### src/rtl/fifo_seq_pkg.sv
// Shared types and counter-width helpers for the FIFO bank sequencer.
package fifo_seq_pkg;

   typedef enum logic [2:0] {
      IDLE   = 3'd0,
      FILL   = 3'd1,
      SETTLE = 3'd2,
      DRAIN  = 3'd3,
      FLUSH  = 3'd4
   } state_t;

   localparam int DEF_NUM_FIFOS  = 8;
   localparam int DEF_DEPTH      = 8;
   localparam int DEF_DATA_WIDTH = 8;

   // A counter over 0..limit-1 needs at least one bit even when limit is 1.
   function automatic int cnt_width(input int limit);
      return (limit > 1) ? $clog2(limit) : 1;
   endfunction

   localparam int DEF_WORD_CNT_W = cnt_width(DEF_DEPTH);
   localparam int DEF_FIFO_IDX_W = cnt_width(DEF_NUM_FIFOS);

endpackage

### src/rtl/wrap_counter.sv
// Counter over 0..LIMIT-1 with an explicit compare-to-limit wrap strobe.
module wrap_counter
   import fifo_seq_pkg::*;
#(
   parameter int LIMIT = 8,
   localparam int W = cnt_width(LIMIT)
) (
   input  logic         clk,
   input  logic         rst,
   input  logic         clr,
   input  logic         inc,
   output logic [W-1:0] count,
   output logic         wrap
);

   assign wrap = inc && (count == W'(LIMIT - 1));

   always_ff @(posedge clk) begin
      if (rst) begin
         count <= '0;
      end else if (clr) begin
         count <= '0;
      end else if (inc) begin
         count <= wrap ? '0 : count + W'(1);
      end
   end

endmodule

### src/rtl/fifo_bank_sequencer.sv
// Fills a bank of FIFOs in FIFO-major order, then drains them column by column.
module fifo_bank_sequencer
   import fifo_seq_pkg::*;
#(
   parameter int NUM_FIFOS  = DEF_NUM_FIFOS,
   parameter int DEPTH      = DEF_DEPTH,
   parameter int DATA_WIDTH = DEF_DATA_WIDTH
) (
   input  logic                  clk,
   input  logic                  rst,
   input  logic                  start,
   input  logic                  src_valid,
   input  logic [DATA_WIDTH-1:0] src_data,
   output logic                  src_ready,
   output logic [NUM_FIFOS-1:0]  fifo_wren,
   output logic [DATA_WIDTH-1:0] fifo_wdata,
   output logic [NUM_FIFOS-1:0]  fifo_rden,
   input  logic [NUM_FIFOS-1:0]  fifo_full,
   input  logic [NUM_FIFOS-1:0]  fifo_empty,
   input  logic                  sink_ready,
   output logic                  drain_valid,
   output logic                  busy,
   output logic                  done,
   output logic                  err
);

   localparam int WORD_W = cnt_width(DEPTH);
   localparam int IDX_W  = cnt_width(NUM_FIFOS);

   state_t            state;
   state_t            next_state;
   logic              hs;
   logic              rd_issue;
   logic              cnt_clr;
   logic              word_wrap;
   logic              fifo_wrap;
   logic              rd_wrap;
   logic [WORD_W-1:0] word_cnt;
   logic [IDX_W-1:0]  fifo_idx;
   logic [WORD_W-1:0] rd_cnt;
   logic              wr_err;
   logic              rd_err;
   logic              unused_cnt_bits;

   assign src_ready = (state == FILL);
   assign hs        = src_valid && src_ready;
   assign rd_issue  = (state == DRAIN) && sink_ready;
   assign cnt_clr   = (state == IDLE);
   assign wr_err    = |(fifo_wren & fifo_full);
   assign rd_err    = (|fifo_rden) && (|fifo_empty);

   // Word and read positions only matter through their wrap strobes.
   assign unused_cnt_bits = ^{word_cnt, rd_cnt};

   wrap_counter #(.LIMIT(DEPTH)) u_word_cnt (
      .clk   (clk),
      .rst   (rst),
      .clr   (cnt_clr),
      .inc   (hs),
      .count (word_cnt),
      .wrap  (word_wrap)
   );

   wrap_counter #(.LIMIT(NUM_FIFOS)) u_fifo_idx (
      .clk   (clk),
      .rst   (rst),
      .clr   (cnt_clr),
      .inc   (word_wrap),
      .count (fifo_idx),
      .wrap  (fifo_wrap)
   );

   wrap_counter #(.LIMIT(DEPTH)) u_rd_cnt (
      .clk   (clk),
      .rst   (rst),
      .clr   (cnt_clr),
      .inc   (rd_issue),
      .count (rd_cnt),
      .wrap  (rd_wrap)
   );

   always_ff @(posedge clk) begin
      if (rst) begin
         state <= IDLE;
      end else begin
         state <= next_state;
      end
   end

   always_comb begin
      next_state = state;
      case (state)
         IDLE:    next_state = start ? FILL : IDLE;
         FILL:    next_state = fifo_wrap ? SETTLE : FILL;
         SETTLE:  next_state = DRAIN;
         DRAIN:   next_state = rd_wrap ? FLUSH : DRAIN;
         FLUSH:   next_state = IDLE;
         default: next_state = IDLE;
      endcase
   end

   // busy stays high through the done cycle so it drops one cycle after done.
   always_ff @(posedge clk) begin
      if (rst) begin
         fifo_wren   <= '0;
         fifo_wdata  <= '0;
         fifo_rden   <= '0;
         drain_valid <= 1'b0;
         done        <= 1'b0;
         busy        <= 1'b0;
         err         <= 1'b0;
      end else begin
         fifo_wren   <= hs ? ({{(NUM_FIFOS-1){1'b0}}, 1'b1} << fifo_idx) : '0;
         if (hs) begin
            fifo_wdata <= src_data;
         end
         fifo_rden   <= rd_issue ? '1 : '0;
         drain_valid <= fifo_rden[0];
         done        <= (state == FLUSH);
         busy        <= (next_state != IDLE) || (state == FLUSH);
         if ((state == IDLE) && start) begin
            err <= 1'b0;
         end else if (wr_err || rd_err) begin
            err <= 1'b1;
         end
      end
   end

endmodule

### config.mk
export PLATFORM = sky130hd
export DESIGN_NAME = fifo_bank_sequencer
export DESIGN_NICKNAME = d
export VERILOG_FILES = /design/src/rtl/fifo_seq_pkg.sv /design/src/rtl/wrap_counter.sv /design/src/rtl/fifo_bank_sequencer.sv
export SDC_FILE = /design/constraint.sdc
export NUM_CORES = 1
export LEC_CHECK = 0
export CAP_MARGIN = 15
export CORE_MARGIN = 3
export CORE_UTILIZATION = 32
export CTS_BUF_LIST = sky130_fd_sc_hd__clkbuf_16
export DETAILED_ROUTE_END_ITERATION = 8
export PLACE_DENSITY = 0.68
export SYNTH_ARGS = -nofsm -noshare
export SYNTH_HDL_FRONTEND = slang
export SYNTH_SLANG_ARGS = --single-unit
### constraint.sdc
create_clock -name clk -period 4.3 [get_ports clk]
set_input_delay 0.645 -clock clk [delete_from_list [all_inputs] [get_ports clk]]
set_output_delay 0.645 -clock clk [all_outputs]
set_load 0.02 [all_outputs]
==> results.md <==
Status:
- The run finished with clean final reports.

Timing:
- The number of failing hold endpoints at the final stage is 0.
- The worst path in the final design needs a cycle of 2.392 ns, including I/O delays and setup.
- Setup repair after global routing left no endpoint under its margin.
- The clock skew is 0.002779 ns.
- The max-slew headroom at the worst pin is 0.5529.
- The total count of max-transition violations in the final report is 0.
- The worst hold-check slack is 0.4532 ns.
- The final setup violation count is 0.
- Setup slack closes at 1.908 ns.
- Timing would allow up to 418.1 MHz.
- Of the available clock period, the critical path in the final layout requires 0.5562.
- The setup TNS is 0 ns.
- For the pin with the worst max-slew slack, the measured transition is 0.6685 ns.

CTS:
- The post-CTS resize count is 0.
- The number of buffers created by CTS is 5.
- The number of levels in the clock H-tree is 2.
- Clock-pin slew was measured on the worst setup and hold paths at 0.05 ns.
- The number of setup buffers added after CTS is 0.
- The cell at the root of the clock tree is sky130_fd_sc_hd__clkbuf_16.
- The TritonCTS clock tree is built.
- The number of buffers between clock root and the deepest sink is 2.
- Hold repair after CTS inserted 0 buffers.
- The latest clock arrival within the worst-skew pair is 0.28 ns.
- The CTS sink count is 33.

Yosys:
- The total of flip-flops plus latches after synthesis is 33.
- The synthesized netlist contains 33 unique library cells.
- The flip-flop cell with the highest count after synthesis is sky130_fd_sc_hd__dfxtp_1.
- The number of nets in the synthesized netlist is 186.
- Of all flip-flops after synthesis, the portion carrying an async set or reset was 0.
- Of the total synthesized cell area, the portion taken by full adders, half adders and majority gates is 0.08167.
- The proportion of synthesized area in mux cells is 0.
- The area fraction in compound gates after synthesis is 0.1089.
- The post-synthesis sequential area ratio is 0.4791.
- The average footprint of a synthesized cell is 9.316 µm².
- The dominant combinational cell family by area after synthesis is simple AND/OR/NAND/NOR gates.
- Of the total synthesized cell area, the portion taken by XOR and XNOR cells is 0.
- The post-synthesis instance total is 148.
- The number of enable flip-flop cells after synthesis is 0.
- Of the total synthesized cell area, the portion taken by AND, OR, NAND and NOR gates is 0.2713.
- The cell area that synthesis handed to floorplanning was 1379 µm².
- The number of warning messages in the yosys log is 0.

Placed design:
- The setup slack after placement is 1.762 ns.
- After detailed placement, the total cell area comes to 1938 µm².
- The half-perimeter wire length after placement is 2.103 mm.
- The final weighted congestion of routability-driven global placement is 0.6898.
- Once placement completed, the tool counted placed cells totaling 243.
- The total of buffers placed on input and output ports is 57.

Global routing:
- The number of antenna violations at the first check in global routing is 0.
- The global-route wire length before repair is 4.567 mm.
- The via count of the first global-routing pass came to 1035.
- The pin count of the biggest net entering global routing is 19.
- The overflow left after global routing is 0.
- In the global route stage, overall resource usage came out at 0.1152.

Worst setup path:
- The critical register-to-register path endpoint is busy.
- The depth of the worst register-to-register path is 6.
- The worst setup path is launched from a flip-flop.
- The largest stage delay on the critical path is 0.67 ns.
- STA classifies the critical path endpoint as an output pin.
- For the worst setup path, the data required time is 3.65 ns.
- The largest individual stage delay along the critical path comes from the cell sky130_fd_sc_hd__clkdlybuf4s50_1.
- The worst setup path is of the reg -> out kind.
- For flop-to-flop paths, the worst setup slack is 2.46 ns.
- The signal arrival time at the worst endpoint is 1.75 ns.
- The highest net fanout along the worst path is 7.
- Traced cell by cell, the critical path runs through nor3b_2 -> clkdlybuf4s50_1.
- In this run the critical register-to-register path is launched from u_fifo_idx.count[0].

Finish:
- Once layout is complete, the cells apart from fillers number 251.
- Leaving out fill and tap cells, the most frequent cells in the layout are 57 x sky130_fd_sc_hd__clkdlybuf4s50_1, 33 x sky130_fd_sc_hd__dfxtp_1, 25 x sky130_fd_sc_hd__nand2_1.
- The diode insertion count for antenna repair is 0.
- The fraction of final layout cells sized beyond drive strength 1 is 0.07960.
- Leaving out fill and tap cells, the most frequent cell in the layout is sky130_fd_sc_hd__clkdlybuf4s50_1.
- The final non-filler cell area is 2128 µm².
- The net count of the finished layout is 238.
- Compared with the post-synthesis result, the final layout area differs by 54.36%.
- The utilization after layout is 0.5208.

Job:
- Max-cap violations in this run came to 0.

Die:
- The horizontal extent of the die is 71.64 µm.
- The number of standard-cell rows in the floorplan is 23.
- For this configuration, the core starts out at a cell density of 0.3374.
- The count of pins on the block boundary is 58.
- The area enclosed by the die boundary is 5132 µm².
- From bottom edge to top edge, the die measures 71.64 µm.
- The area of the core region is 4086 µm².

Detailed routing:
- For this block, the initial DRC count from the detailed router was 36.
- In the routed design, unresolved DRC markers number 0.
- The total detailed-routing wirelength is 2.884 mm.
- In this run the remaining antenna-violating nets after routing total 0.
- The detail-routed via count per cell is 4.753.
- The routed length per instance is 11.49 µm.
- Summing over every cut layer, the via total after detailed routing is 1193.
- The number of iterations in the first detailed-routing pass is 4.

Hold path:
- In this run the most critical hold path is launched from u_word_cnt.count[1].
- The worst hold path belongs to the class reg -> reg.
- The depth of the worst hold-timing path is 2.
- The end of the worst hold path is u_word_cnt.count[1].

Pwr:
- After layout, the design draws a total of 0.8308 mW.
- Dividing total power by cell area gives a power density of 390.4 nW/µm².
- The worst-case vdd ir drop is 0.0003147 V.
- The static leakage is 0.8156 nW.
cells by family after synthesis:
family / Yosys count
flops: 33
simple gates: 66
compound gates: 26
buf+inv: 14
fa+ha+maj: 9
worst max-delay path: cells and delay by family, from the launching register on:
kind	cells	cell delay (ns)
buffers and inverters	1	0.67
flip-flops	1	0.47
AND/OR/NAND/NOR	1	0.32
layout make-up:
cell class,count,area [µm²]
multi-input combinational,101,636.9
tap,50,62.56
sequential,33,660.6
inverter,2,7.507
timing repair buffer,57,570.5
clock buffer,5,125.1
clock inverter,3,65.06
fill,397,1958
layer usage:
| metal | track usage | wire (µm) |
|---|---|---|
| met1 | 0.1313 | 1278 |
| met2 | 0.1694 | 1152 |
| met3 | 0.06592 | 397 |
| met4 | 0.06263 | 57 |
| met5 | 0 | 0 |
state kept, by name, indices dropped and copies added (netlist names), 3 cells and up:
| name | flops |
|---|---|
| u_fifo_idx.count | 3 |
| fifo_wdata | 8 |
| fifo_wren | 8 |
| u_rd_cnt.count | 3 |
| state | 3 |
| u_word_cnt.count | 3 |
power breakdown:
| group | leakage, nW | internal (mW) | switching (mW) |
|---|---|---|---|
| Combinational | 0.455 | 0.0365 | 0.0253 |
| Clock | 0.0938 | 0.330 | 0.123 |
| Sequential | 0.267 | 0.311 | 0.00384 |
cell usage after synthesis (3+ instances only):
cell type,instances,area share
sky130_fd_sc_hd__a21oi_1,20,0.073
sky130_fd_sc_hd__and2_1,4,0.018
sky130_fd_sc_hd__and3_1,4,0.018
sky130_fd_sc_hd__buf_4,7,0.038
sky130_fd_sc_hd__clkbuf_1,3,0.0082
sky130_fd_sc_hd__dfxtp_1,33,0.48
sky130_fd_sc_hd__ha_1,9,0.082
sky130_fd_sc_hd__nand2_1,25,0.068
sky130_fd_sc_hd__nand3_1,5,0.018
sky130_fd_sc_hd__nor2_1,5,0.014
sky130_fd_sc_hd__nor3_1,3,0.011
how the worst max path moves through the flow:
stage / end / cells past startpoint / slack [ns] / from
detailed placement: busy / 5 / 1.76 / rst
floorplan: busy / 5 / 2.64 / rst
CTS: src_ready / 2 / 1.89 / state[0]
global placement: busy / 5 / 1.78 / rst
finish: src_ready / 2 / 1.91 / state[0]
global route: src_ready / 2 / 1.83 / state[0]
Note: power is estimated with default switching activity, not from simulation.
